## src/rtl/regfile_scoreboard.sv

```systemverilog
// rtl/regfile_scoreboard.sv - register file with write-through bypass and RAW issue scoreboard
module regfile_scoreboard #(
    parameter int INWIDTH = 5,
    parameter int DWIDTH  = 32
) (
    input  logic                    clk,
    input  logic                    rst_n,
    input  logic                    wr_valid,
    input  logic [2**INWIDTH-1:0]   wr_onehot,
    input  logic [DWIDTH-1:0]       wr_data,
    input  logic [INWIDTH-1:0]      rs1_addr,
    input  logic [INWIDTH-1:0]      rs2_addr,
    output logic [DWIDTH-1:0]       rs1_data,
    output logic [DWIDTH-1:0]       rs2_data,
    output logic                    rs1_busy,
    output logic                    rs2_busy,
    input  logic                    iss_valid,
    input  logic [INWIDTH-1:0]      iss_rd,
    output logic                    wr_err
);
    localparam int NREG = 2 ** INWIDTH;
    localparam logic [NREG-1:0] ONE = NREG'(1);

    logic [DWIDTH-1:0] regs [NREG];
    logic [NREG-1:0]   pending;
    logic [NREG-1:0]   pending_nxt;
    logic [NREG-1:0]   wr_hit;
    logic [NREG-1:0]   iss_set;
    logic              onehot_ok;
    logic              wr_legal;

    // wr_hit is the effective write-enable vector: zero unless the write is legal, never bit 0
    always_comb begin
        onehot_ok = (wr_onehot != '0) && ((wr_onehot & (wr_onehot - ONE)) == '0);
        wr_legal  = wr_valid && onehot_ok;
        wr_hit    = wr_legal ? wr_onehot : '0;
        wr_hit[0] = 1'b0;
        iss_set   = '0;
        if (iss_valid && (iss_rd != '0)) begin
            iss_set[iss_rd] = 1'b1;
        end
        // a same-cycle issue re-marks the register because it is the newer producer
        pending_nxt = (pending & ~wr_hit) | iss_set;
    end

    always_comb begin
        rs1_data = regs[rs1_addr];
        if (wr_hit[rs1_addr]) begin
            rs1_data = wr_data;
        end
        if (rs1_addr == '0) begin
            rs1_data = '0;
        end
        rs2_data = regs[rs2_addr];
        if (wr_hit[rs2_addr]) begin
            rs2_data = wr_data;
        end
        if (rs2_addr == '0) begin
            rs2_data = '0;
        end
        rs1_busy = pending[rs1_addr] & ~wr_hit[rs1_addr];
        rs2_busy = pending[rs2_addr] & ~wr_hit[rs2_addr];
    end

    always_ff @(posedge clk or negedge rst_n) begin
        if (!rst_n) begin
            for (int i = 0; i < NREG; i++) begin
                regs[i] <= '0;
            end
            pending <= '0;
            wr_err  <= 1'b0;
        end else begin
            for (int i = 1; i < NREG; i++) begin
                if (wr_hit[i]) begin
                    regs[i] <= wr_data;
                end
            end
            pending <= pending_nxt;
            if (wr_valid && !onehot_ok) begin
                wr_err <= 1'b1;
            end
        end
    end
endmodule

```

## config.mk

```make
export PLATFORM = sky130hd
export DESIGN_NAME = regfile_scoreboard
export DESIGN_NICKNAME = d
export VERILOG_FILES = /design/src/rtl/regfile_scoreboard.sv
export SDC_FILE = /design/constraint.sdc
export NUM_CORES = 2
export LEC_CHECK = 0
export ABC_AREA = 1
export CAP_MARGIN = 20
export CORE_ASPECT_RATIO = 1.75
export CORE_UTILIZATION = 30
export DETAILED_ROUTE_END_ITERATION = 10
export HOLD_SLACK_MARGIN = 0.06
export REMOVE_ABC_BUFFERS = 1
export SLEW_MARGIN = 0
export SYNTH_ARGS = -nofsm -noshare
export SYNTH_HDL_FRONTEND = slang
export SYNTH_SLANG_ARGS = --single-unit
```

## constraint.sdc

```tcl
create_clock -name clk -period 4.12 [get_ports clk]
set_input_delay 0.412 -clock clk [delete_from_list [all_inputs] [get_ports clk]]
set_output_delay 0.412 -clock clk [all_outputs]
set_load 0.01 [all_outputs]
```

Word-level counts from Yosys, hierarchy flattened
Cells that the tools add are included.

Add/subtract/negate cells: 1. $lt $le $gt $ge: 6. Muxes and demuxes: 22. Bitwise gates (word level): 10. Reductions and logical operators: 11.

Operators by type and width (count): $bmux 32 s5 (2); $mux 32 (10); $and 32x32->32 (2); $logic_not 32->1 (1); $not 32->32 (1); $or 32x32->32 (1); $reduce_bool 32->1 (1); $sub 32x1->32 const B (1); $bmux 1 s5 (4); $lt 5x6->1 const B (3); $ge 6x6->1 const B (2); $not 5->6 (2); $logic_not 5->1 (2); $demux 1 s5 (1); $ge 5x1->1 const B (1); $logic_and 1x1->1 (5); $mux 1 (5); $reduce_bool 5->1 (1); $and 1x1->1 (2); $not 1->1 (2); $logic_not 1->1 (1).

Register bits: 1025. Bits of input ports: 83. Output and inout port bits: 67. Word-level logic and storage cells: 83.

Depth between registers and ports, before layout
Depth in word-level cells: 10. Mapped depth: 24. Gate-level depth less buffers: 21.

Least setup slack after synthesis
No wires, ideal clock.

Path type: input port to output port. From: in wr_onehot[2]. To: out rs2_data[0]. Arrival time: 2.578 ns. Required time: 3.708 ns. Slack: 1.130 ns. Stages on the path: 21. Buffers on the path: 2. Cell sequence: nor2_1 > nand2_1 > nor2_2 > nand2_1 > nand2_1 > nand2_1 > nor2_1 > nand2_1 > nor2_1 > nand2_1 > nor2_4 > buf_6 > nand2_2 > nor2_2 > a21oi_1 > nand3_1 > nand3_1 > nand3_2 > nand2_2 > buf_6 > o21ai_1.

Word-level cells in the longest chain between the ends: 10. Elaborated cells between the ends (all ways): 11. Those cells by class: 1 x add/sub; 5 x mux; 1 x bitwise; 4 x reduce/logical.

Ends and longest elaborated chain: start: declaration (RTL line 9) `input logic [2**INWIDTH-1:0] wr_onehot,`; $sub 32x1->32 (RTL line 34) `onehot_ok = (wr_onehot != '0) && ((wr_onehot & (wr_onehot - ONE)) == '0);`; $and 32x32->32 (RTL line 34); $logic_not 32->1 (RTL line 34); $logic_and 1x1->1 (RTL line 34); $logic_and 1x1->1 (RTL line 35) `wr_legal = wr_valid && onehot_ok;`; $mux 32 * (RTL line 36) `wr_hit = wr_legal ? wr_onehot : '0;`; $bmux 1 s5 * (RTL line 55) `if (wr_hit[rs2_addr]) begin`; $mux 1 (not written as such) * (RTL line 55); $mux 32 * (RTL line 55); $mux 32 * (RTL line 58) `if (rs2_addr == '0) begin`; end: declaration (RTL line 14) `output logic [DWIDTH-1:0] rs2_data,`.

Every way passes the cells marked *; elsewhere a longest branch is shown, timed or not. The select of a mux whose other input is x is not followed.

Worst setup path in the final report
From: in wr_onehot[14]. To: out rs2_data[4].

Same word-level chain as after synthesis.

==> out/qor.yml <==
path_clk_slew_ps: 70
min_path_type: "in2reg"
grt_overflow_total: 0
start_util_pct: 30.27
ys_seq_area_share_pct: 47.03
setup_violations: 0
drv_cap: 0
synth-simple-area-share_pct: 16.49
drtIter0Drc: 7300
antenna_left: 0
drc: 0
fmax_mhz: 251.5
die_y_microns: 566.0
synth_xor_area_share_pct: 0
powerDensity_nw_per_um2: 352.9
netlist_instances: 6961
route.vias.total: 56490
relSlewSlack_pct: 9.615
cts.path.max_buffers: 3
dr_wl_met2_mm: 121.3
async_flop_share_pct: 100.0
synth_mux_area_share_pct: 0
p_comb_share_pct: 15.4
cp-end-kind: "output port"
timing.final.crit_period_ps: 3976
root_buffer: "clkbuf_16"
gp_congestion: 0.9094
whs_ps: 236.9
antenna_found_initial: 7
wl_per_cell_microns: 27.43
fin_area_sq_um: 65240
rows: 206
grt_pass1_vias: 55000
power.share.switching_pct: 29.42
grt_use_total_pct: 27.30
r2r_start: "regs[344]$_DFFE_PN0P_"
grt_pass1_wl_mm: 375.7
rr_worst_depth: 2
holdPathStages: 3
power.leakage_nw: 27.14
die_area_sq_um: 183600
io_buffers: 149
syn_area_per_cell_sq_um: 7.835
wirelength_mm: 258.7
clock-sinks: 1025
tightest_slew_ps: 1356
layout-drive-gt1-share_pct: 12.98
synth_cell_types: 39
pwr-share-seq_pct: 44.2
preCtsSetupSlack_ps: -779.1
critPathRequiredTime_ps: 3710
synthFlopType: "dfrtp_1"
core-area_sq_um: 180200
die_width_microns: 324.3
highest-signal-layer: "met5"
drt-vias-per-instance: 5.990
crit_type: "in2out"
critPathMaxFanout: 7
grt_max_degree: 169
drv_slew: 0
status: "finished clean"
wl_met1_mm: 91.74
hold_viol: 0
synth_area_sq_um: 54540
clock_latency_ps: 710
ctsHtreeMaxLevel: 3
dr.pass1.iters: 6
yosysWarnings: 32
synth-edff-count: 0
io_pins: 150
rsz0062_at_grt: "true"
numCtsBuffers: 93
synth_compound_area_share_pct: 29.29
cts_tree: "yes"
clkPwrFrac_pct: 40.4
p_sw_mw: 6.771
finClkSkew_ps: 0
syn2layout_area_growth_pct: 19.62
p_int_mw: 16.25
fillers: 18570
r2r_end: "regs[344]$_DFFE_PN0P_"
total_power_mw: 23.02
hpwl_mm: 153.7
period_share_pct: 96.50
fin_nets: 7047
ys_ff_latch: 1025
synth_fa_ha_area_share_pct: 0
ir_worst_vdd_v: 0.0003457
min_to: "wr_err$_DFFE_PN0P_"
cp.arrival_ps: 3560
r2r_slack_ps: 3360
placed_cell_area_sq_um: 60720
synth_top_family_by_area: "compound AO/OA/AOI/OAI gates"
setup_ws_ps: 144.0
dr_wl_met3_mm: 22.24
start_kind: "input port"
hold_start: "wr_valid"
kinds of logic after synthesis:
logic type / after synthesis
compound gates: 2658
flops: 1025
buf+inv: 1027
simple gates: 2251
cell usage in the layout, fill, tap and decap left out, types with 8 or more instances in the layout:
master and instances:
a211oi_1 40, a21oi_1 377, a31oi_1 34, and3_1 27, buf_12 86, buf_16 15, buf_2 32, buf_4 363
buf_6 21, buf_8 8, clkbuf_1 18, clkbuf_16 94, clkbuf_2 21, clkbuf_8 21, clkdlybuf4s15_1 16, clkdlybuf4s50_1 40
clkinv_2 20, dfrtp_1 1025, dlygate4sd2_1 25, inv_1 281, nand2_1 1673, nand2_2 45, nand3_1 238, nand3_2 23
nand3_4 30, nand4_1 22, nor2_1 118, nor2_2 41, nor2_4 22, o2111ai_1 27, o211ai_1 15, o21ai_0 1462
o21ai_1 52, o21ai_2 8, o221a_2 11, o221ai_1 586, o22ai_1 21
routing by layer:
metal / vias up / track usage, %
li1: 24540 / -
met1: 27380 / 31.07
met2: 3538 / 45.15
met3: 1024 / 4.474
met4: 6 / 22.04
met5: - / 0
sequential cells by signal, summed over array words and instances (netlist names):
register and flops:
pending 32, wr_err 1, regs 992
worst max-delay path: stages:
cell             delay, ps
clkdlybuf4s15_1        200
nor2_2                 140
nand2_2                100
nor2_4                 170
buf_6                  110
nand3_1                 70
nand2_2                 90
nand4_1                100
nor2_2                 150
nand2_2                 70
nor2_4                 100
buf_12                 160
buf_12                 160
buf_6                  110
nand3_4                 70
nand2_2                 80
nand3_2                 60
nand2_1                100
nand3_2                 90
nand3_4                160
buf_12                 140
nand2_8                 70
buf_12                 160
buf_16                 170
nand2_1                 80
nand2_1                 50
inv_1                   50
buf_2                  120
how the worst max path moves through the flow:
stage                              from           end  slack [ps]  depth (start not counted)
after floorplan             rs2_addr[0]   rs2_data[0]       -4940                         11
after global placement     wr_onehot[4]  rs1_data[14]        -710                         24
after detailed placement   wr_onehot[4]  rs1_data[14]        -780                         24
after CTS                  wr_onehot[1]  rs1_data[11]         -20                         27
after global routing       wr_onehot[0]  rs1_data[25]         -30                         28
final                     wr_onehot[14]   rs2_data[4]         140                         28
power groups by stage:
stage	Sequential [mW]	Combinational [mW]	Clock, mW
final	10.2	3.55	9.30
after global routing	10.2	3.74	9.74
after CTS	10.2	3.47	9.39
after detailed placement	10.4	3.31	0
after global placement	10.4	3.30	0
after floorplan	10.4	1.24	0
area by class of cell:
type	count	area (sq um)	share of cell area (%)
clock buffers	130	2656	4.072
flip-flops and latches	1025	25650	39.32
diodes	3	7.507	0.01151
clock inverters	37	498.0	0.7633
well taps	2392	2993	4.588
inverters	302	1194	1.830
multi-input cells	4909	25890	39.69
repair buffers	633	6349	9.732
synth_stat cells, types with 2 or more instances:
cell	number	area [sq um]
nand2_1	1723	6467
o21ai_0	1464	7327
dfrtp_1	1025	25650
clkbuf_1	642	2410
o221ai_1	586	5132
a21oi_1	379	1897
inv_1	289	1085
nand3_1	287	1436
nor2_1	175	656.9
buf_1	61	229.0
o21ai_1	53	265.3
a211oi_1	40	300.3
a31oi_1	34	212.7
and3_1	28	175.2
o2111ai_1	27	236.5
nand4_1	22	137.6
o22ai_1	21	131.4
o211ai_1	15	112.6
buf_2	14	70.07
o221a_2	11	123.9
inv_2	8	30.03
a22oi_1	7	52.55
buf_6	6	67.56
o21ai_2	6	52.55
clkinv_1	5	18.77
nor2_2	5	31.28
a221oi_1	4	35.03
nand3_2	4	40.04
a32o_1	3	30.03
nand2_2	3	18.77
buf_4	2	15.01
nor3_1	2	10.01
o21a_1	2	15.01
o21bai_1	2	15.01
o31ai_1	2	15.01
per-stage QoR:
stage	instances	setup TNS, ps	util [%]
global placement	9190	-36030	33.68
detailed placement	9192	-38600	33.70
CTS	9412	-22.48	36.04
finish	9431	0	36.21
floorplan	6236	-308130	-
global route	9429	-429.9	36.21
repair_timing:
item                                    in CTS  in global routing
gates cloned                                10                  1
setup buffers                               44                 19
gates resized for setup                    295                179
hold buffers                                 1                  0
pin swaps                                   50                 79
hold endpoints to repair                    50                  0
endpoints found under the setup margin      66                 66
Note: power is estimated with default switching activity, not from simulation.
